$ cat config.mk
export PLATFORM = sky130hd
export DESIGN_NAME = countdown_ctrl
export DESIGN_NICKNAME = d
export VERILOG_FILES = /design/src/rtl/countdown_pkg.sv /design/src/rtl/countdown_ctrl_tick_gen.sv /design/src/rtl/countdown_ctrl.sv
export SDC_FILE = /design/constraint.sdc
export NUM_CORES = 1
export LEC_CHECK = 0
export CAP_MARGIN = 20
export CORE_MARGIN = 2
export CORE_UTILIZATION = 46
export DETAILED_ROUTE_END_ITERATION = 7
export PLACE_DENSITY = 0.76
export SLEW_MARGIN = 10
export SYNTH_ARGS = -nofsm -noshare
export SYNTH_HDL_FRONTEND = slang
export SYNTH_SLANG_ARGS = --single-unit
$ cat constraint.sdc
create_clock -name clk -period 2.15 [get_ports clk]
set_input_delay 0.645 -clock clk [delete_from_list [all_inputs] [get_ports clk]]
set_output_delay 0.645 -clock clk [all_outputs]
set_load 0.02 [all_outputs]
$ cat src/rtl/countdown_pkg.sv
// Shared types and constants for the MM:SS countdown controller.
package countdown_pkg;

    localparam int unsigned DIGIT_W = 4;
    localparam logic [DIGIT_W-1:0] MAX_TENS = 4'd5;
    localparam logic [DIGIT_W-1:0] MAX_ONES = 4'd9;

    typedef enum logic [2:0] {
        ST_IDLE,
        ST_LOAD,
        ST_RUN,
        ST_PAUSE,
        ST_ALARM,
        ST_CLR
    } state_t;

    // Range check only; the non-zero requirement is applied by the caller.
    function automatic logic preset_valid(
        input logic [DIGIT_W-1:0] mt,
        input logic [DIGIT_W-1:0] mo,
        input logic [DIGIT_W-1:0] st,
        input logic [DIGIT_W-1:0] so
    );
        return (mt <= MAX_TENS) && (mo <= MAX_ONES) &&
               (st <= MAX_TENS) && (so <= MAX_ONES);
    endfunction

endpackage

$ cat src/rtl/countdown_ctrl_tick_gen.sv
// Count-tick prescaler: counts while running, freezes on hold, zeroes otherwise.
module tick_gen #(
    parameter int unsigned TICK_DIV = 50_000_000
) (
    input  logic clk,
    input  logic rst,
    input  logic run,
    input  logic hold,
    input  logic clr,
    output logic tick
);

    localparam int unsigned W = (TICK_DIV > 1) ? $clog2(TICK_DIV) : 1;

    logic [W-1:0] cnt;

    assign tick = (cnt == W'(TICK_DIV - 1));

    always_ff @(posedge clk) begin
        if (rst || clr) begin
            cnt <= '0;
        end else if (hold) begin
            cnt <= cnt;
        end else if (run) begin
            cnt <= tick ? '0 : cnt + 1'b1;
        end else begin
            cnt <= '0;
        end
    end

endmodule

$ cat src/rtl/countdown_ctrl.sv
// Control FSM for the MM:SS countdown: sequences the seconds/minutes BCD
// counters, detects 00:00 and drives the alarm.
module countdown_ctrl
    import countdown_pkg::*;
#(
    parameter int unsigned TICK_DIV    = 50_000_000,
    parameter int unsigned ALARM_TICKS = 10
) (
    input  logic               clk,
    input  logic               rst,
    input  logic               start_stop,
    input  logic               clear,
    input  logic [DIGIT_W-1:0] set_mt,
    input  logic [DIGIT_W-1:0] set_mo,
    input  logic [DIGIT_W-1:0] set_st,
    input  logic [DIGIT_W-1:0] set_so,
    input  logic [DIGIT_W-1:0] min_t,
    input  logic [DIGIT_W-1:0] min_o,
    input  logic [DIGIT_W-1:0] sec_t,
    input  logic [DIGIT_W-1:0] sec_o,
    output logic               cnt_load,
    output logic               cnt_clr,
    output logic               sec_en,
    output logic               min_en,
    output logic               running,
    output logic               paused,
    output logic               alarm,
    output logic               set_err
);

    localparam int unsigned AW = $clog2(ALARM_TICKS + 1);

    state_t        state, nxt;
    logic [AW-1:0] acnt;
    logic          tick;
    logic          sec_zero, all_zero, start_ok;
    logic          pre_run, pre_hold, pre_clr;

    assign sec_zero = (sec_t == '0) && (sec_o == '0);
    assign all_zero = sec_zero && (min_t == '0) && (min_o == '0);
    assign start_ok = preset_valid(set_mt, set_mo, set_st, set_so) &&
                      (|{set_mt, set_mo, set_st, set_so});

    // Clearing on the RUN->ALARM cycle makes the alarm period start from 0.
    assign pre_run  = (state == ST_RUN) || (state == ST_ALARM);
    assign pre_hold = (state == ST_PAUSE);
    assign pre_clr  = !(pre_run || pre_hold) || ((state == ST_RUN) && all_zero);

    tick_gen #(.TICK_DIV(TICK_DIV)) u_tick (
        .clk  (clk),
        .rst  (rst),
        .run  (pre_run),
        .hold (pre_hold),
        .clr  (pre_clr),
        .tick (tick)
    );

    assign sec_en = (state == ST_RUN) && tick && !all_zero;
    assign min_en = sec_en && sec_zero;

    always_comb begin
        nxt = state;
        unique case (state)
            ST_IDLE:  if (clear) nxt = ST_CLR;
                      else if (start_stop && start_ok) nxt = ST_LOAD;
            ST_LOAD:  nxt = clear ? ST_CLR : ST_RUN;
            ST_RUN:   if (clear) nxt = ST_CLR;
                      else if (all_zero) nxt = ST_ALARM;
                      else if (start_stop) nxt = ST_PAUSE;
            ST_PAUSE: if (clear) nxt = ST_CLR;
                      else if (start_stop) nxt = ST_RUN;
            ST_ALARM: if (clear) nxt = ST_CLR;
                      else if (start_stop || (tick && acnt == AW'(ALARM_TICKS - 1)))
                          nxt = ST_IDLE;
            ST_CLR:   nxt = ST_IDLE;
            default:  nxt = ST_IDLE;
        endcase
    end

    always_ff @(posedge clk) begin
        if (rst) begin
            state    <= ST_IDLE;
            acnt     <= '0;
            cnt_load <= 1'b0;
            cnt_clr  <= 1'b0;
            running  <= 1'b0;
            paused   <= 1'b0;
            alarm    <= 1'b0;
            set_err  <= 1'b0;
        end else begin
            state    <= nxt;
            acnt     <= (state == ST_ALARM && nxt == ST_ALARM && tick) ? acnt + 1'b1 :
                        (state == ST_ALARM && nxt == ST_ALARM)         ? acnt : '0;
            cnt_load <= (nxt == ST_LOAD);
            cnt_clr  <= (nxt == ST_CLR);
            running  <= (nxt == ST_RUN);
            paused   <= (nxt == ST_PAUSE);
            alarm    <= (nxt == ST_ALARM);
            set_err  <= (state == ST_IDLE) && start_stop && !clear && !start_ok;
        end
    end

endmodule

Word level (Yosys, flattened, before mapping)
Index checks and enable logic that the tools add are counted.
{ "word_totals": {"output_inout_bits": 8, "word_cells": 75, "ff_bits": 39, "in_bits": 36} }
{ "op_classes": {"n_reduce_logical": 33, "n_lt_le_gt_ge": 4, "addsub": 2, "muxes": 15, "n_eq_ne": 12} }
{ "ops": {"columns": ["op", "count"], "rows": [
  ["26-bit 2-to-1 mux", 2],
  ["3-bit 2-to-1 mux", 10],
  ["26-bit by 1-bit adder with 26-bit output (second input constant)", 1],
  ["26-bit equality test (second input constant)", 1],
  ["1-bit logical AND", 18],
  ["4-bit zero test", 4],
  ["16-bit OR reduction", 1],
  ["3-bit one-hot mux with 5 select lines", 1],
  ["3-bit by 2-bit equality test with 1-bit output (second input constant)", 4],
  ["3-bit equality test (second input constant)", 3],
  ["4-bit by 3-bit <= comparator with 1-bit output (second input constant)", 2],
  ["4-bit <= comparator (second input constant)", 2],
  ["4-bit 2-to-1 mux", 2],
  ["3-bit by 1-bit equality test with 1-bit output (second input constant)", 2],
  ["1-bit logical OR", 5],
  ["4-bit by 1-bit adder with 4-bit output (second input constant)", 1],
  ["4-bit equality test (second input constant)", 1],
  ["1-bit zero test", 4],
  ["3-bit zero test", 1],
  ["2-bit by 1-bit inequality test with 1-bit output (second input constant)", 1]
]} }

Logic depth before layout (Yosys ltp)
Gate-level depths: netlist (run 1).
{ "logic_depth": {"depth_word": 13, "depth_mapped": 8, "ltp_nobuf": 7} }

By module
Synthesis (run 1) repeated with hierarchy kept, for this count alone.
{ "unflattened": {"cells_unflattened": 256, "hier_area_um2": 2183.3} }
{ "modules_own_cells": {"columns": ["module", "area_per_inst_um2", "cells_per_inst", "instances", "seq_area_each_um2"], "rows": [
  ["tick_gen", 1416.4, 169, 1, 520.5],
  ["countdown_ctrl", 767.0, 87, 1, 260.2]
]} }

Least setup slack after synthesis (run 1)
Ideal clock, no wire load.
{ "synth_timing": {"path_kind": "input to output", "startpoint": "input port sec_t[1]", "endpoint": "output port min_en", "cell_stages": 4, "path_buffers": 0, "required_time_ns": 1.505, "t_arrival_ns": 1.732, "setup_slack_ns": -0.227, "path_cell_list": "nor4_1 > nand4_1 > and4_1 > and3_1"} }
{ "synth_between": {"elab_chain_len": 7} }
{ "synth_rtl": {"columns": ["item", "line_no", "rtl"], "rows": [
  ["from (decl)", "countdown_ctrl.sv:19", "input logic [DIGIT_W-1:0] sec_t,"],
  ["4-bit zero test", "countdown_ctrl.sv:39", "assign sec_zero = (sec_t == '0) && (sec_o == '0);"],
  ["1-bit logical AND", "countdown_ctrl.sv:39", null],
  ["1-bit logical AND (2 in a row)", "countdown_ctrl.sv:40", "assign all_zero = sec_zero && (min_t == '0) && (min_o == '0);"],
  ["1-bit zero test", "countdown_ctrl.sv:58", "assign sec_en = (state == ST_RUN) && tick && !all_zero;"],
  ["1-bit logical AND", "countdown_ctrl.sv:58", null],
  ["net sec_en", "countdown_ctrl.sv:23", "output logic sec_en,"],
  ["1-bit logical AND", "countdown_ctrl.sv:59", "assign min_en = sec_en && sec_zero;"],
  ["to (decl)", "countdown_ctrl.sv:24", "output logic min_en,"]
]} }
The timed path passes the listed nets, and every way through them passes these cells.

Final worst setup path (run 1)
{ "layout_timing": {"startpoint": "register u_tick.cnt[9]", "endpoint": "output port min_en"} }
{ "layout_between": {"elab_chain_len": 4} }
{ "layout_rtl": {"columns": ["item", "line_no", "rtl"], "rows": [
  ["from (decl)", "countdown_ctrl_tick_gen.sv:15", "logic [W-1:0] cnt;"],
  ["from (signal assigned)", "countdown_ctrl_tick_gen.sv:23", "cnt <= cnt;"],
  ["from (signal assigned)", "countdown_ctrl_tick_gen.sv:25", "cnt <= tick ? '0 : cnt + 1'b1;"],
  ["26-bit equality test", "countdown_ctrl_tick_gen.sv:17", "assign tick = (cnt == W'(TICK_DIV - 1));"],
  ["1-bit logical AND (2 in a row)", "countdown_ctrl.sv:58", null],
  ["1-bit logical AND", "countdown_ctrl.sv:59", null]
]} }
No other way between the ends.

==> impl_metrics.json, run 1 <==
{
  "synth_nets": 286,
  "port_buffers": 43,
  "cp.required_ps": 1500,
  "dpl.hpwl_um": 4120,
  "regMostFlops": "u_tick.cnt",
  "fin_crit_sh_pct": 112,
  "post-route-drc-count": 0,
  "outcome": "finished, violations left",
  "root_buffer": "clkbuf_8",
  "slowest_stage": "dfxtp_2",
  "yosysSeqAreaShare_pct": 37.7,
  "synth_cell_type_count": 49,
  "netlist_top_cells_count": "dfxtp_1, nor2_1, nand2_1",
  "ant_nets": 0,
  "path_cells": "nor4_4 -> nand4_1 -> nor4_2 -> and4_4 -> and3_4 -> buf_6",
  "synth-async-reset-ratio_pct": 0,
  "path_class": "flop to output port",
  "violations": "setup timing",
  "ctsLongestPathBuffers": 2,
  "p_seq_share_pct": 46.3,
  "synth_edf_count": 0,
  "largest_reg_flops": 26,
  "num_io_pins": 44,
  "fin_ws_ps": -266,
  "crit_path_max_fanout": 2,
  "vias_per_cell": 5.96,
  "fin_worst_skew_ps": 11.4,
  "combPwrFrac_pct": 15.0,
  "die-area_um2": 5050,
  "clk_latency_ps": 300,
  "grt_usage_pct": 26.1,
  "fmax_ghz": 0.414,
  "start_util_pct": 47.5,
  "grt_pass1_vias": 2290,
  "slowest_delay_ps": 340,
  "die_y_um": 71.1,
  "synth.avg_cell_area_um2": 8.37,
  "layout-drive-gt1-share_pct": 37.4,
  "hold_buffers": 0,
  "grt_overflow": 0,
  "ys_warn_count": 0,
  "reg_top3": "u_tick.cnt: 26 flops, acnt: 4 flops, state: 3 flops",
  "cts_sinks": 39,
  "setup_violations": 31,
  "synth_cells": 247,
  "grt_setup_unrepaired": "yes",
  "internal-power_mw": 1.19,
  "netlist_area_um2": 2070,
  "hp-class": "flop to flop",
  "fin_util_pct": 78.2,
  "wl_um": 7470,
  "pwr_density_cell_nw_per_um2": 466,
  "endpoint_kind": "output port",
  "slew_violations": 0,
  "hold_ws_ps": 542,
  "slew_headroom_pct": 59.3,
  "routedWlPerCell_um": 18.4,
  "diodes": 0,
  "hold_viol_final": 0,
  "yosys_most_used_dff": "dfxtp_1",
  "antenna_found_initial": 0,
  "tightestPinTransition_ps": 604,
  "p_leak_nw": 1.21,
  "synth.top_cell.area_share_pct": 37.7,
  "vias": 2412,
  "core_um2": 4350,
  "nets": 392,
  "path_clk_slew_ps": 80,
  "drv_cap": 0,
  "grt_pass1_wl_um": 10400,
  "pwr-share-clk_pct": 38.7,
  "cts_buffers": 5,
  "yosys_register_bits": 39,
  "first_pass_iters": 4,
  "synth.area.top_cells": "dfxtp_1, nor2_1, xnor2_1",
  "yosysMostFrequentCell": "dfxtp_1",
  "vdd_drop_max_uv": 575,
  "area_growth_pct": 64.7,
  "place_congestion": 0.869,
  "power_switching_uw": 395,
  "dr.first_iter.drc_count": 239,
  "min_period_ps": 2420,
  "sw_frac_of_total_pct": 24.9,
  "h-tree-depth": 2,
  "cts_tree": "yes",
  "arrival_ps": 1770,
  "dieWidth_um": 71.1,
  "critPathLaunchType": "flop",
  "synth_largest_area_cell": "dfxtp_1",
  "grt_max_degree": 14,
  "row_count": 24
}
-- timing repair --
item / in CTS / in global routing
setup buffers: 9 / 6
pin swaps: 16 / 10
cloned: 2 / 0
setup endpoints to repair: 30 / 36
gates resized for setup: 75 / 32
-- cells by family (layout without fill, tap and decap cells) --
logic type      count (synthesis)  count (layout)  synth area share [%]
buf+inv                        17             123                  4.66
mux                             2               2                  1.03
fa+ha+maj                       3               3                  1.82
xor+xnor                       21              21                  8.89
compound gates                 31              31                  9.74
flops                          39              39                  37.7
simple gates                  134             134                  36.1
-- power groups by stage --
stage	Sequential [mW]	Clock [mW]	Combinational [mW]
after floorplan	0.760	0	0.0593
after global placement	0.752	0	0.179
after detailed placement	0.752	0	0.181
after CTS	0.735	0.608	0.208
after global routing	0.735	0.637	0.249
final	0.735	0.614	0.238
-- per-layer routing --
layer / wire length (um) / global-route usage (%)
met1: 2880 / 30.5
met2: 3700 / 45.8
met3: 518 / 5.27
met4: 374 / 12.2
met5: 0 / 0
-- per-stage QoR --
stage	worst slack, ps	cell area [um^2]	total power, mW	TNS (ps)	cells
final	-266	3410	1.59	-3310	405
after global routing	-367	3410	1.62	-4680	405
after floorplan	-109	2090	0.820	-2160	247
after global placement	-953	2920	0.930	-15610	384
after detailed placement	-1010	2920	0.933	-17330	384
after CTS	-267	3280	1.55	-716	400
-- path summary, 6_finish.rpt --
kind | from | end | slack, ps | cells after the start
worst max-delay path | u_tick.cnt[9]$_SDFFE_PP0N_ | min_en | -270 | 6
worst min-delay path | acnt[3]$_SDFFE_PP0P_ | acnt[3]$_SDFFE_PP0P_ | 540 | 2
worst max register to register | u_tick.cnt[10]$_SDFFE_PP0N_ | u_tick.cnt[17]$_SDFFE_PP0N_ | -160 | 10
worst min register to register | acnt[3]$_SDFFE_PP0P_ | acnt[3]$_SDFFE_PP0P_ | 540 | 2
-- critical path, delay by kind of cell (launching register included) --
family / cells / cell delay, ps
flip-flops: 1 / 340
buffers and inverters: 1 / 110
AND/OR/NAND/NOR: 5 / 1020
-- placed cells by master (no fill, tap or decap), drive strengths merged, types with 6 or more instances in the layout --
cell,n
a21oi,8
a31oi,6
buf,71
clkbuf,11
clkdlybuf4s50,25
dfxtp,39
inv,7
nand2,19
nand3,7
nand4,11
nor2,39
nor3,14
nor4,18
o21ai,7
xnor2,14
xor2,7
-- layout make-up --
cell class | instances | area [um^2]
flip-flops and latches | 39 | 788
clock inverters | 1 | 30.0
well taps | 52 | 65.1
repair buffers | 109 | 955
fillers | 262 | 947
inverters | 7 | 26.3
multi-input cells | 191 | 1470
clock buffers | 6 | 72.6
(Power assumes the default switching activity.)
==> inputs of run 2 (changes only) <==
CAP_MARGIN = 10   (was 20)
CTS_CLUSTER_SIZE = 24   (was not set)
==> results of run 2 <==
The final DEF is identical to that of run 1; final timing and power are the same.
==> variant (settings of run 2) <==
Compare `cnt` against `W'(TICK_DIV - 1)` with >= in place of ==.
--- a/src/rtl/countdown_ctrl_tick_gen.sv
+++ b/src/rtl/countdown_ctrl_tick_gen.sv
@@ -15,5 +15,5 @@
     logic [W-1:0] cnt;
 
-    assign tick = (cnt == W'(TICK_DIV - 1));
+    assign tick = (cnt >= W'(TICK_DIV - 1));
 
     always_ff @(posedge clk) begin
Function: no difference found for any inputs over 10 cycles, from zero or initial values and one cycle with rst high; that may be too few to reach the edited logic, so the function may still have changed.
==> variant against run 2 <==
- the flow still finishes with violations (negative setup slack)
- wire length is 7.6% lower
- combinational power up 15%
- setup slack got worse by 0.21 ns
- clock skew down 0.0022 ns
- via count grew 0.17%
- sequential cell count unchanged
- hold slack lost 0.018 ns
- sequential power barely moved
- critical path depth did not move
- area after synthesis rose by 1.8%
- power down 7.4%
- clock power is 25% lower
- count of clock-buffer cells in the layout did not move
- design area is 0.22% higher
- critical path type unchanged
- critical endpoint unchanged
- largest cell class unchanged
- largest power group unchanged
- highest routed layer unchanged
==> variant: results (changes against run 2) <==
Outcome
  – Outcome: finished with violations
  – Failing checks: negative setup slack

Logic synthesis
  – Post-synth top cells: 39 x dfxtp_1, 34 x nor2_1, 17 x nand2_1, 15 x nand3_1, 13 x nand4_1
  – Sequential area share after synthesis: 0.371 (-0.00651)
  – Synth unique cells: 53 (+8.2%)
  – Syn Nets: 292 (+2.1%)
  – Dominant cells by area after synthesis: dfxtp_1 37%, nor2_1 6.1%, xor2_1 4.6%
  – Syn Area/Cell: 8.32 um2 (-0.66%)
  – Ys flop type: dfxtp_1
  – Share of the synthesized area in the top cell type: 0.371 (-0.00651)

GRT
  – Met3 usage: 0.0450 (-0.00770)
  – Vias in the first global route: 2,279 (-0.48%)
  – Pin count of the biggest net entering global routing: 19 (+5)
  – First-pass GRT wire length: 10,100 um (-2.9%)
  – Global routing usage on met1: 0.327 (+0.0216)
  – Grt met2 use: 0.405 (-0.0526)
  – Tot GR Track Use: 0.248 (-0.0133)

Critical path
  – R2R depth: 6 (-4)
  – Flop-to-flop setup slack: -0.02 ns (+0.14 ns)
  – Max stage delay on crit path: 0.50 ns (+0.16 ns)
  – Crit path max fanout: 4 (+2)
  – Max stage delay cell, worst path: or4b_4
  – Crit path arrival time: 1.98 ns (+0.21 ns)
  – Origin of the critical flop-to-flop path: u_tick.cnt[14]$_SDFFE_PP0N_
  – Worst r2r dst: acnt[3]$_SDFFE_PP0P_

Placed design
  – Dpl hpwl: 4280 um (+4.0%)
  – RD Place Congestion: 0.846 (-2.6%)
  – Placed cell areas: 3010 um2 (+3.1%)
  – Post-Place Setup Slack: -0.906 ns (+0.102 ns)

Worst hold path
  – Min-delay src: acnt[1]$_SDFFE_PP0P_
  – End of the worst hold path: acnt[1]$_SDFFE_PP0P_
  – Hold WC Path Type: reg2reg

Detailed routing
  – Vias/cell: 5.86 (-1.5%)
  – Wl on met1: 2950 um (+2.5%)
  – First DRT Iteration DRCs: 144 (-40%)
  – Met2 WL: 3520 um (-5.0%)
  – Drt wl/cell: 16.8 um (-9.2%)
  – DR WL met3: 306 um (-41%)
  – DR vias: 2,416 (+0.17%)
  – Highest routed layer: met4

Timing
  – Final setup fails: 6 (-81%)
  – Max-Slew Margin vs Limit: 0.613 (+0.0196)
  – Layout Skew: 0.00916 ns (-0.00221 ns)
  – Final worst-path setup slack: -0.474 ns (-0.208 ns)
  – Setup tns final: -0.979 ns (+2.33 ns)
  – WHS: 0.525 ns (-0.0177 ns)

Power and ir drop
  – VDD IR-drop max: 0.476 mV (-17%)
  – Leakage power: 0.00140 uW (+15%)

Final layout
  – Final net count: 400 (+2.0%)
  – Fill cells: 288 (+9.9%)
  – Layout cells sized above 1: 0.372 (-0.00172)

Clock network
  – CTS resizes: 29 (-61%)
  – Post-CTS Setup Inserts: 4 (-5)
variant: changes by cell type after synthesis, sizes merged, moves of 4 or more:
| cell | change |
|---|---|
| nand3 | +8 |
| nor4 | -8 |
| nor2 | -5 |
| xnor2 | -6 |
| nor3 | -6 |
| xor2 | +4 |
| and2 | +6 |
| buf | -4 |
variant: cell families after synthesis:
family	after synthesis	synth area share
flops	39	0.371
compound gates	41	0.140
xor+xnor	19	0.0791
buf+inv	16	0.0333
fa+ha+maj	3	0.0178
simple gates	135	0.358
variant: where the power goes:
part	switching (uW)	leakage [uW]	internal, uW
Combinational	126	0.00104	147
Clock	244	0.0000371	216
Sequential	3.47	0.000318	732
Total	374	0.00140	1090
variant: area by class of cell:
class	count	area [um2]	area share
clock buffer	6	72.6	0.0213
inverter	7	26.3	0.00770
sequential	39	787	0.230
timing repair buffer	110	978	0.287
multi-input combinational	198	1490	0.435
tap	52	65.1	0.0191
